`src/rtl/ram_access_arbiter.sv`:
```
`timescale 1ns/1ps
// Shares the single ROMulator RAM port between the CPU bus front end and the SPI diagnostics
// engine; sequences each access and returns a one-cycle ack to the requester that won.
module ram_access_arbiter #(
    parameter int ADDR_WIDTH   = 16,
    parameter int DATA_WIDTH   = 8,
    parameter int WRITE_PULSE  = 1,
    parameter int STARVE_LIMIT = 255
) (
    input  logic                  fpga_clk,
    input  logic                  fpga_reset,
    input  logic                  halted,
    input  logic                  cpu_req,
    input  logic                  cpu_we,
    input  logic [ADDR_WIDTH-1:0] cpu_address,
    input  logic [DATA_WIDTH-1:0] cpu_wdata,
    output logic [DATA_WIDTH-1:0] cpu_rdata,
    output logic                  cpu_ack,
    input  logic                  diag_req,
    input  logic                  diag_we,
    input  logic [ADDR_WIDTH-1:0] diag_address,
    input  logic [DATA_WIDTH-1:0] diag_wdata,
    output logic [DATA_WIDTH-1:0] diag_rdata,
    output logic                  diag_ack,
    output logic [ADDR_WIDTH-1:0] ram_address,
    output logic [DATA_WIDTH-1:0] ram_data_out,
    input  logic [DATA_WIDTH-1:0] ram_data_in,
    output logic                  ram_we,
    output logic                  ram_cs,
    output logic [1:0]            owner,
    output logic                  diag_starved
);

    typedef enum logic [2:0] {
        S_IDLE,
        S_SETUP,
        S_STROBE,
        S_HOLD,
        S_CAPTURE,
        S_GAP
    } state_t;

    localparam logic [3:0] PULSE_LAST = 4'(WRITE_PULSE - 1);
    localparam logic [7:0] STARVE_MAX = 8'(STARVE_LIMIT);
    localparam logic [1:0] OWN_NONE   = 2'b00;
    localparam logic [1:0] OWN_CPU    = 2'b01;
    localparam logic [1:0] OWN_DIAG   = 2'b10;

    state_t     state;
    logic       sel_diag;
    logic       sel_we;
    logic [3:0] pulse_cnt;
    logic [7:0] starve_cnt;
    logic       grant_cpu;
    logic       grant_diag;
    logic       diag_granted;
    logic       serving_diag;

    // Halted CPU hands priority to diagnostics; otherwise the CPU wins ties.
    always_comb begin
        grant_cpu    = cpu_req  && (!halted || !diag_req);
        grant_diag   = diag_req && ( halted || !cpu_req);
        diag_granted = (state == S_IDLE) && grant_diag;
        serving_diag = sel_diag && (state inside {S_SETUP, S_STROBE, S_HOLD, S_CAPTURE});
    end

    assign diag_starved = (starve_cnt == STARVE_MAX);

    always_ff @(posedge fpga_clk or posedge fpga_reset) begin
        if (fpga_reset) begin
            state        <= S_IDLE;
            sel_diag     <= 1'b0;
            sel_we       <= 1'b0;
            pulse_cnt    <= 4'd0;
            starve_cnt   <= 8'd0;
            cpu_rdata    <= '0;
            cpu_ack      <= 1'b0;
            diag_rdata   <= '0;
            diag_ack     <= 1'b0;
            ram_address  <= '0;
            ram_data_out <= '0;
            ram_we       <= 1'b0;
            ram_cs       <= 1'b0;
            owner        <= OWN_NONE;
        end else begin
            cpu_ack  <= 1'b0;
            diag_ack <= 1'b0;

            case (state)
                S_IDLE: begin
                    owner  <= OWN_NONE;
                    ram_cs <= 1'b0;
                    ram_we <= 1'b0;
                    if (grant_diag) begin
                        sel_diag     <= 1'b1;
                        sel_we       <= diag_we;
                        ram_address  <= diag_address;
                        ram_data_out <= diag_wdata;
                        owner        <= OWN_DIAG;
                        ram_cs       <= 1'b1;
                        state        <= S_SETUP;
                    end else if (grant_cpu) begin
                        sel_diag     <= 1'b0;
                        sel_we       <= cpu_we;
                        ram_address  <= cpu_address;
                        ram_data_out <= cpu_wdata;
                        owner        <= OWN_CPU;
                        ram_cs       <= 1'b1;
                        state        <= S_SETUP;
                    end
                end

                S_SETUP: begin
                    if (sel_we) begin
                        ram_we    <= 1'b1;
                        pulse_cnt <= PULSE_LAST;
                        state     <= S_STROBE;
                    end else begin
                        state <= S_CAPTURE;
                    end
                end

                S_STROBE: begin
                    if (pulse_cnt == 4'd0) begin
                        ram_we <= 1'b0;
                        state  <= S_HOLD;
                    end else begin
                        pulse_cnt <= pulse_cnt - 4'd1;
                    end
                end

                S_HOLD: begin
                    ram_cs <= 1'b0;
                    owner  <= OWN_NONE;
                    if (sel_diag) diag_ack <= 1'b1;
                    else          cpu_ack  <= 1'b1;
                    state  <= S_GAP;
                end

                // Read data arrives one cycle after address/cs; only the owner's rdata moves.
                S_CAPTURE: begin
                    ram_cs <= 1'b0;
                    owner  <= OWN_NONE;
                    if (sel_diag) begin
                        diag_rdata <= ram_data_in;
                        diag_ack   <= 1'b1;
                    end else begin
                        cpu_rdata <= ram_data_in;
                        cpu_ack   <= 1'b1;
                    end
                    state <= S_GAP;
                end

                S_GAP: begin
                    state <= S_IDLE;
                end

                default: begin
                    state <= S_IDLE;
                end
            endcase

            if (!diag_req || diag_granted || serving_diag) begin
                starve_cnt <= 8'd0;
            end else if (starve_cnt != STARVE_MAX) begin
                starve_cnt <= starve_cnt + 8'd1;
            end
        end
    end

endmodule

```
`config.mk`:
```
export PLATFORM = sky130hd
export DESIGN_NAME = ram_access_arbiter
export DESIGN_NICKNAME = d
export VERILOG_FILES = /design/src/rtl/ram_access_arbiter.sv
export SDC_FILE = /design/constraint.sdc
export NUM_CORES = 1
export LEC_CHECK = 0
export BUFFER_PORTS_ARGS = -buffer_cell sky130_fd_sc_hd__buf_2
export CAP_MARGIN = 20
export CORE_MARGIN = 3
export CORE_UTILIZATION = 30
export CTS_BUF_LIST = sky130_fd_sc_hd__clkbuf_4 sky130_fd_sc_hd__clkbuf_8
export CTS_CLUSTER_DIAMETER = 50
export CTS_CLUSTER_SIZE = 10
export DETAILED_ROUTE_END_ITERATION = 8
export PLACE_DENSITY_LB_ADDON = 0.25
export SYNTH_ARGS = -nofsm -noshare
export SYNTH_HDL_FRONTEND = slang
export SYNTH_SLANG_ARGS = --single-unit
```
`constraint.sdc`:
```
create_clock -name fpga_clk -period 6.1 [get_ports fpga_clk]
set_clock_uncertainty 0.2 [all_clocks]
set_input_delay 0.61 -clock fpga_clk [delete_from_list [all_inputs] [get_ports fpga_clk]]
set_output_delay 0.61 -clock fpga_clk [all_outputs]
set_load 0.01 [all_outputs]
```
**Yosys cells after proc, flatten, opt, wreduce, memory -nomap -nowiden**

Index checks and enable logic that the tools add are counted.

- Bits in registers: 63
- Latch bits: 0
- Memory bits (writable): 0
- ROM bits: 0
- Input port bits: 63
- Logic and storage cells: 84
- Memories kept: 0

- Add/subtract/negate cells: 2
- Multiply operators: 0
- Div/mod/pow operators: 0
- $lt $le $gt $ge: 0
- Equal/unequal tests: 10
- Shifts and indexed selects: 0
- Muxes and demuxes: 31
- Bitwise logic cells: 1
- Reductions and logical operators: 26

Operator list:

| operator | number |
|---|---|
| $mux W16 | 2 |
| $mux W8 | 4 |
| $mux W1 | 13 |
| $mux W3 | 4 |
| $pmux W3 S4 | 1 |
| $add A8 B1 Y8 const B | 1 |
| $eq A8 B8 Y1 const B | 1 |
| $mux W4 | 2 |
| $ne A8 B8 Y1 const B | 1 |
| $pmux W4 S2 | 1 |
| $reduce_and A2 Y1 | 4 |
| $reduce_bool A2 Y1 | 4 |
| $eq A3 B2 Y1 const B | 2 |
| $reduce_and A3 Y1 | 2 |
| $logic_and A1 B1 Y1 | 4 |
| $logic_not A4 Y1 | 1 |
| $logic_or A1 B1 Y1 | 4 |
| $ne A2 B2 Y1 const B | 2 |
| $pmux W2 S2 | 1 |
| $reduce_bool A4 Y1 | 1 |
| $sub A4 B1 Y4 const B | 1 |
| $eq A3 B1 Y1 const B | 1 |
| $eq A3 B3 Y1 const B | 1 |
| $logic_not A1 Y1 | 3 |
| 9 further kinds | 9 |

**Depth between registers and ports, before layout**

Gate-level depths: netlist (run 1).

- Word-level depth: 7
- Gate-level depth with buffers: 6
- Mapped depth without buffers: 6

**Least setup slack after synthesis (run 1)**

Ideal clock, no wire load.

- Path kind: reg2out
- Start: register starve_cnt[0]
- End: output port diag_starved
- Arrival: 969 ps
- Slack: 4321 ps
- Stages on the path, launching flop included: 4
- Cells stage by stage: dfrtp_1 -> ha_1 -> nand4_1 -> nor2_2

- Word-level cells in the longest chain between the ends: 1

RTL lines:

| item | RTL line | text |
|---|---|---|
| from (decl) | 53 | `logic [7:0] starve_cnt;` |
| from (signal assigned) | 166 | `starve_cnt <= starve_cnt + 8'd1;` |
| $eq A8 B8 Y1 | 67 | `assign diag_starved = (starve_cnt == STARVE_MAX);` |
| to (decl) | 31 | `output logic diag_starved` |

No other way between the ends.

**Worst setup path in the final report (run 1)**

Same ends and word-level chain as after synthesis.

==> results.py, run 1 <==
metrics = {
    "cts": {
        "cts_tree": "yes",
        "cts.clk_slew.worst_paths_ns": 0.07,
        "hold_buffers": 0,
        "cts_setup_buffers": 0,
        "post_cts_resized": 0,
        "numClockSinks": 63,
        "cts_buffer_depth": 2,
        "insertion_delay_ns": 0.33,
        "cts_max_level": 3,
        "cts_root_buffer": "clkbuf_8",
        "cts_buffers": 9,
    },
    "worst_setup_path": {
        "r2r-end": "pulse_cnt[0]",
        "cp_slowest_cell": "dfrtp_1",
        "slowest_delay_ns": 0.41,
        "path_depth": 4,
        "crit_family": "simple AND/OR/NAND/NOR gates",
        "critPathKind": "flop to primary output",
        "cp-startpoint": "starve_cnt[0]",
        "critPathBufInv": 1,
        "setup.worst_path.end": "diag_starved",
        "worstPathMaxFanout": 6,
        "r2r.worst_path.cells": 5,
        "crit_path_end_kind": "primary output",
        "crit_path_start_kind": "flop",
        "reg2reg_slack_ns": 4.19,
        "arrival_ns": 1.58,
        "worstPathCellList": "ha_1 -> nand4_1 -> nor2_2 -> buf_2",
        "reg2reg_from": "pulse_cnt[0]",
        "required_ns": 5.29,
    },
    "synthesis": {
        "yosysMostFrequentCell": "dfrtp_1",
        "synth_warnings": 0,
        "yosys.area.top_type": "dfrtp_1",
        "synth_common_cells": "dfrtp_1, nand2_1, o21ai_0",
        "ys_seq_elements": 63,
        "netlist_area_um2": 2890,
        "async_flop_share_pct": 100,
        "synth_top_area_share_pct": 54.6,
        "synth_nets": 327,
        "ys_seq_area_share_pct": 54.6,
        "synth_edf_count": 0,
        "avgSynthCellArea_um2": 11.1,
        "synth_area_leaders": "dfrtp_1, mux2i_1, mux2_2, nand2_1, o21ai_0",
        "synth_cell_types": 37,
        "synth_ff_type": "dfrtp_1",
        "synthCells": 261,
    },
    "route": {
        "via_count": 2265,
        "detail_route.wl_per_cell_um": 12.4,
        "totalWireLength_um": 6270,
        "firstDrtPassIters": 4,
        "via_per_inst": 4.48,
        "antenna_left": 0,
        "initialDrtViolationCount": 82,
        "drc": 0,
    },
    "finish": {
        "antenna_cells": 0,
        "area_growth_pct": 32.5,
        "final_util_pct": 41.2,
        "fin_cells": 506,
        "fillCellCount": 974,
        "drive_above_1_share_pct": 41.6,
        "num-nets-final": 438,
    },
    "sta": {
        "slew_viol_final": 0,
        "final_hold_viol_count": 0,
        "fin_crit_sh_pct": 39.3,
        "worst_slack_ns": 3.71,
        "hold-worst-slack_ns": 0.271,
        "relSlewSlack_pct": 46.7,
        "rsz0062_at_grt": "false",
        "worst_pin_slew_ns": 0.799,
        "setup_viol": 0,
        "finalSetupTns_ns": 0,
        "fmax_mhz": 418,
        "min_period_ns": 2.39,
    },
    "status": {
        "run_status": "finished, final reports clean",
    },
    "placed_design": {
        "dp.cells": 488,
        "pre_cts_slack_ns": 3.62,
        "place.gp.congestion": 0.676,
        "port_buffers": 109,
        "hpwlAfterDp_um": 4470,
    },
    "global_routing": {
        "grt_pass1_wl_um": 10800,
        "antenna_found_initial": 0,
        "grt_usage_pct": 12.2,
        "grt_max_degree": 64,
        "first_global_vias": 2238,
        "overflow": 0,
    },
    "floorplanning": {
        "core_area_um2": 9280,
        "start_util_pct": 31.1,
        "num_rows": 35,
        "dieArea_um2": 10800,
        "die_y_um": 104,
        "io_pins": 110,
        "die_w_um": 104,
    },
    "run": {
        "maxCapViolCount": 0,
    },
    "pwr": {
        "leakagePower_nw": 1.94,
        "powerDensity_nw_per_um2": 451,
        "max-vdd-ir-drop_v": 0.000166,
    },
    "hold_path": {
        "hp-class": "flop to flop",
    },
}
-- registers in the layout, indices dropped and copies added, names as in the netlist --
signal,cells
cpu_ack,1
sel_diag,1
ram_data_out,8
ram_cs,1
diag_rdata,8
diag_ack,1
pulse_cnt,4
ram_address,16
starve_cnt,8
cpu_rdata,8
state,3
sel_we,1
ram_we,1
owner,2
-- metrics by stage --
step | power, W | area [um^2]
after floorplan | 0.00108 | 2890
after global placement | 0.00130 | 3540
after detailed placement | 0.00132 | 3540
after CTS | 0.00174 | 3770
after global routing | 0.00187 | 3820
final | 0.00172 | 3820
-- per-layer routing --
metal | global-route usage (%) | vias to the layer above | routed length (um)
li1 | - | 1133 | -
met1 | 16.0 | 1034 | 2890
met2 | 18.1 | 93 | 2720
met3 | 5.46 | 5 | 587
met4 | 3.70 | 0 | 73
met5 | 0 | - | 0
-- placed cells by master (no fill, tap or decap), types with 3 or more instances in the layout --
cell / netlist / layout
o21ai_0: 31 / 31
buf_2: 2 / 109
mux2i_1: 30 / 30
nor2_1: 10 / 10
o21ai_1: 5 / 3
nor3_2: 3 / 3
nand2_1: 45 / 45
mux2_2: 16 / 16
nor2b_1: 4 / 4
clkbuf_8: 0 / 10
inv_1: 5 / 4
dfrtp_1: 63 / 63
nor3_1: 5 / 5
a21oi_1: 5 / 5
ha_1: 3 / 3
-- where the power goes --
| part | internal [W] | total, W | switching [W] |
|---|---|---|---|
| Sequential | 0.000587 | 0.000697 | 0.000111 |
| Combinational | 0.000279 | 0.000609 | 0.000329 |
| Clock | 0.000253 | 0.000419 | 0.000166 |
-- final cells by class --
type / instances / area, um^2 / share of cell area, %
clock buffers: 12 / 153 / 3.99
well taps: 129 / 161 / 4.22
multi-input cells: 181 / 1230 / 32.3
repair buffers: 112 / 601 / 15.7
clock inverters: 4 / 77.6 / 2.03
flip-flops and latches: 63 / 1580 / 41.2
inverters: 5 / 18.8 / 0.491
-- cells by family (layout without fill, tap and decap cells) --
family / after synthesis / count (layout) / synth area share (%)
flops: 63 / 63 / 54.6
compound gates: 49 / 49 / 9.41
buf+inv: 17 / 133 / 3.34
mux: 46 / 46 / 16.7
simple gates: 82 / 82 / 14.4
xor+xnor: 1 / 1 / 0.304
fa+ha+maj: 3 / 3 / 1.30
-- worst min-delay path by stage --
stage / startpoint / endpoint / slack [ns] / cells after the start
after floorplan: pulse_cnt[3] / pulse_cnt[3] / 0.25 / 1
after global placement: ram_address[7] / ram_address[7] / 0.26 / 2
after detailed placement: ram_cs / ram_cs / 0.26 / 2
after CTS: ram_cs / ram_cs / 0.28 / 2
after global routing: ram_cs / ram_cs / 0.30 / 2
final: ram_cs / ram_cs / 0.27 / 2
-- worst register-to-register path, cell delays in order (launching register included) --
cell	delay, ns
dfrtp_1	0.42
inv_1	0.10
ha_1	0.15
nor3b_1	0.43
nor3_1	0.20
a221oi_1	0.32
(Power assumes the default switching activity.)
==> run 2, diff against run 1 <==
--- a/config.mk
+++ b/config.mk
@@ -5,6 +5,7 @@
 export SDC_FILE = /design/constraint.sdc
 export NUM_CORES = 1
 export LEC_CHECK = 0
+export ABC_AREA = 1
 export BUFFER_PORTS_ARGS = -buffer_cell sky130_fd_sc_hd__buf_2
 export CAP_MARGIN = 20
 export CORE_MARGIN = 3
==> constraint.sdc (replaced) <==
create_clock -name fpga_clk -period 2.3 [get_ports fpga_clk]
set_clock_uncertainty 0.2 [all_clocks]
set_input_delay 0.23 -clock fpga_clk [delete_from_list [all_inputs] [get_ports fpga_clk]]
set_output_delay 0.23 -clock fpga_clk [all_outputs]
set_load 0.01 [all_outputs]
==> run 2 against run 1 <==
Against the previous run:
- non-clock buffer count up 24
- hold slack worse by 0.26 ns
- sequential share of layout area fell by 2.8 points
- via count is 21% higher
- synthesized area increased by 4.2%
- sequential cell count stayed put
- utilization grew 2.0 points
- combinational power rose to 3.0 times the previous value
- power rose to 2.7 times the previous value
- setup slack worse by 3.4 ns
- final area is 7.4% higher
- register-to-register slack lost 3.6 ns
- critical endpoint unchanged
- largest power group unchanged
- highest routed layer unchanged
==> results.py, run 2 <==
metrics = {
    "global_routing": {
        "grt_usage_pct": 13.5,
        "first_global_vias": 2695,
        "grt_max_degree": 52,
        "antenna_found_initial": 0,
        "overflow": 0,
        "grt_pass1_wl_um": 12300,
    },
    "synthesis": {
        "synth_cell_types": 25,
        "avgSynthCellArea_um2": 8.09,
        "synth_ff_type": "dfrtp_1",
        "ys_seq_area_share_pct": 52.4,
        "synth_nets": 438,
        "synth_top_area_share_pct": 52.4,
        "synthCells": 372,
        "yosys.area.top_type": "dfrtp_1",
        "synth_edf_count": 0,
        "yosysMostFrequentCell": "nand2_1",
        "netlist_area_um2": 3010,
        "synth_common_cells": "nand2_1, o21ai_0, dfrtp_1",
        "async_flop_share_pct": 100,
        "ys_seq_elements": 63,
        "synth_warnings": 0,
        "synth_area_leaders": "dfrtp_1, nand2_1, o21ai_0, inv_1, nand3_1",
    },
    "worst_setup_path": {
        "reg2reg_from": "state[2]",
        "crit_path_start_kind": "flop",
        "reg2reg_slack_ns": 0.61,
        "arrival_ns": 1.58,
        "worstPathMaxFanout": 5,
        "critPathKind": "flop to primary output",
        "crit_path_end_kind": "primary output",
        "r2r-end": "sel_we",
        "required_ns": 1.87,
        "r2r.worst_path.cells": 6,
    },
    "cts": {
        "numClockSinks": 63,
        "cts_buffers": 9,
        "cts_buffer_depth": 2,
        "insertion_delay_ns": 0.33,
        "cts_setup_buffers": 0,
        "cts_max_level": 3,
        "cts.clk_slew.worst_paths_ns": 0.07,
        "cts_root_buffer": "clkbuf_8",
        "cts_tree": "yes",
    },
    "placed_design": {
        "dp.cells": 601,
        "hpwlAfterDp_um": 5350,
        "postPlaceCellArea_um2": 3660,
        "port_buffers": 109,
        "place.gp.congestion": 0.802,
    },
    "finish": {
        "stdcell_area_um2": 4100,
        "largest_reg_flops": 16,
        "fin_cells": 641,
        "fillCellCount": 976,
        "final_common_cell": "buf_2",
        "drive_above_1_share_pct": 27.3,
        "num-nets-final": 573,
        "final_cell_mix": "buf_2, nand2_1, o21ai_0, dfrtp_1, inv_1",
        "antenna_cells": 0,
        "regMostFlops": "ram_address",
        "final_util_pct": 43.2,
        "area_growth_pct": 36.4,
    },
    "floorplanning": {
        "die_w_um": 106,
        "core_area_um2": 9500,
        "start_util_pct": 31.7,
        "dieArea_um2": 11300,
        "die_y_um": 106,
        "io_pins": 110,
        "num_rows": 35,
    },
    "sta": {
        "relSlewSlack_pct": 61.1,
        "rsz0062_at_grt": "false",
        "fin_crit_sh_pct": 87.2,
        "final_hold_viol_count": 0,
        "fmax_mhz": 498,
        "worst_pin_slew_ns": 0.583,
        "finalSetupTns_ns": 0,
        "slew_viol_final": 0,
        "min_period_ns": 2.01,
        "setup_viol": 0,
    },
    "route": {
        "dr_wl_met3_um": 434,
        "initialDrtViolationCount": 75,
        "antenna_left": 0,
        "top_layer": "met4",
        "via_count": 2736,
        "detail_route.wl_per_cell_um": 11.3,
        "via_per_inst": 4.27,
        "drc": 0,
        "totalWireLength_um": 7220,
        "wl_met2_um": 3420,
        "firstDrtPassIters": 6,
        "wl_met1_um": 3260,
    },
    "hold_path": {
        "min_to": "ram_address[1]",
        "worstHoldPathCells": 3,
        "hp-class": "primary input to flop",
        "hold_start": "diag_address[1]",
    },
    "run": {
        "maxCapViolCount": 0,
    },
    "pwr": {
        "max-vdd-ir-drop_v": 0.000415,
        "powerDensity_nw_per_um2": 1150,
        "leakagePower_nw": 2.26,
    },
    "status": {
        "run_status": "finished, final reports clean",
    },
}
run 2: changes by cell type in the layout (fill, tap and decap cells not counted), sizes merged, moves of 4 or more:
cell	previous run	this run
nand2	45	106
dlygate4sd3	0	24
nor2	12	24
o21ai	36	77
nor3	8	0
mux2	16	0
nor2b	4	0
nand3	4	18
inv	6	61
mux2i	30	0
run 2: layer usage:
layer  vias up  track usage, %
met5         -               0
li1       1438               -
met1      1200            16.6
met3        14            3.16
met4         0            5.55
met2        84            22.7
run 2: worst max path at each step:
stage	start	endpoint	slack (ns)	depth (start not counted)
6_report	starve_cnt[0]	diag_starved	0.29	6
5_1_grt	starve_cnt[1]	diag_starved	0.11	6
4_1_cts	starve_cnt[0]	diag_starved	0.27	6
3_5_place_dp	state[2]	ram_data_out[6]	0.59	6
3_3_place_gp	state[2]	ram_address[7]	0.67	6
2_1_floorplan	fpga_reset	cpu_ack	0.30	1
run 2: cell type report:
class                           instances  area (um^2)  share of cell area (%)
Sequential cell                        63         1580                    38.4
Tap cell                              129          161                    3.93
Clock buffer                            9          124                    3.02
Clock inverter                          7         78.8                    1.92
Inverter                               58          218                    5.30
Multi-Input combinational cell        239         1120                    27.4
Timing Repair Buffer                  136          821                    20.0
run 2: worst max-delay path, cell delays in order (launching register included):
cell     delay [ns]
dfrtp_1        0.42
ha_1           0.25
nand3_1        0.12
inv_1          0.05
nand2_1        0.15
inv_1          0.11
buf_2          0.15
run 2: cells by family after synthesis:
group	count (synthesis)	share of synthesized area (%)
and+or+nand+nor	153	21.8
AOI/OAI and AO/OA	80	13.4
buffers and inverters	70	10.2
DFF	63	52.4
xor gates and xnor gates	3	0.874
adders and majority gates	3	1.25
run 2: metrics by stage:
step | power, W | setup slack [ns] | hold slack (ns)
global placement | 0.00373 | 0.666 | 0.126
floorplan | 0.00311 | 0.300 | 0.184
detailed placement | 0.00378 | 0.591 | 0.136
CTS | 0.00481 | 0.270 | 0.00293
finish | 0.00474 | 0.293 | 0.0131
global route | 0.00516 | 0.113 | 0.0295
run 2: where the power goes:
group          switching [W]  internal, W
clock               0.000465     0.000513
combinational        0.00110     0.000738
sequential          0.000325      0.00159
total                0.00189      0.00285
run 2: timing repair:
| action | 4_1_cts | 5_1_grt |
|---|---|---|
| hold endpoints to repair | 56 | 0 |
| hold buffers | 24 | 0 |
| gates resized for setup | 0 | 0 |
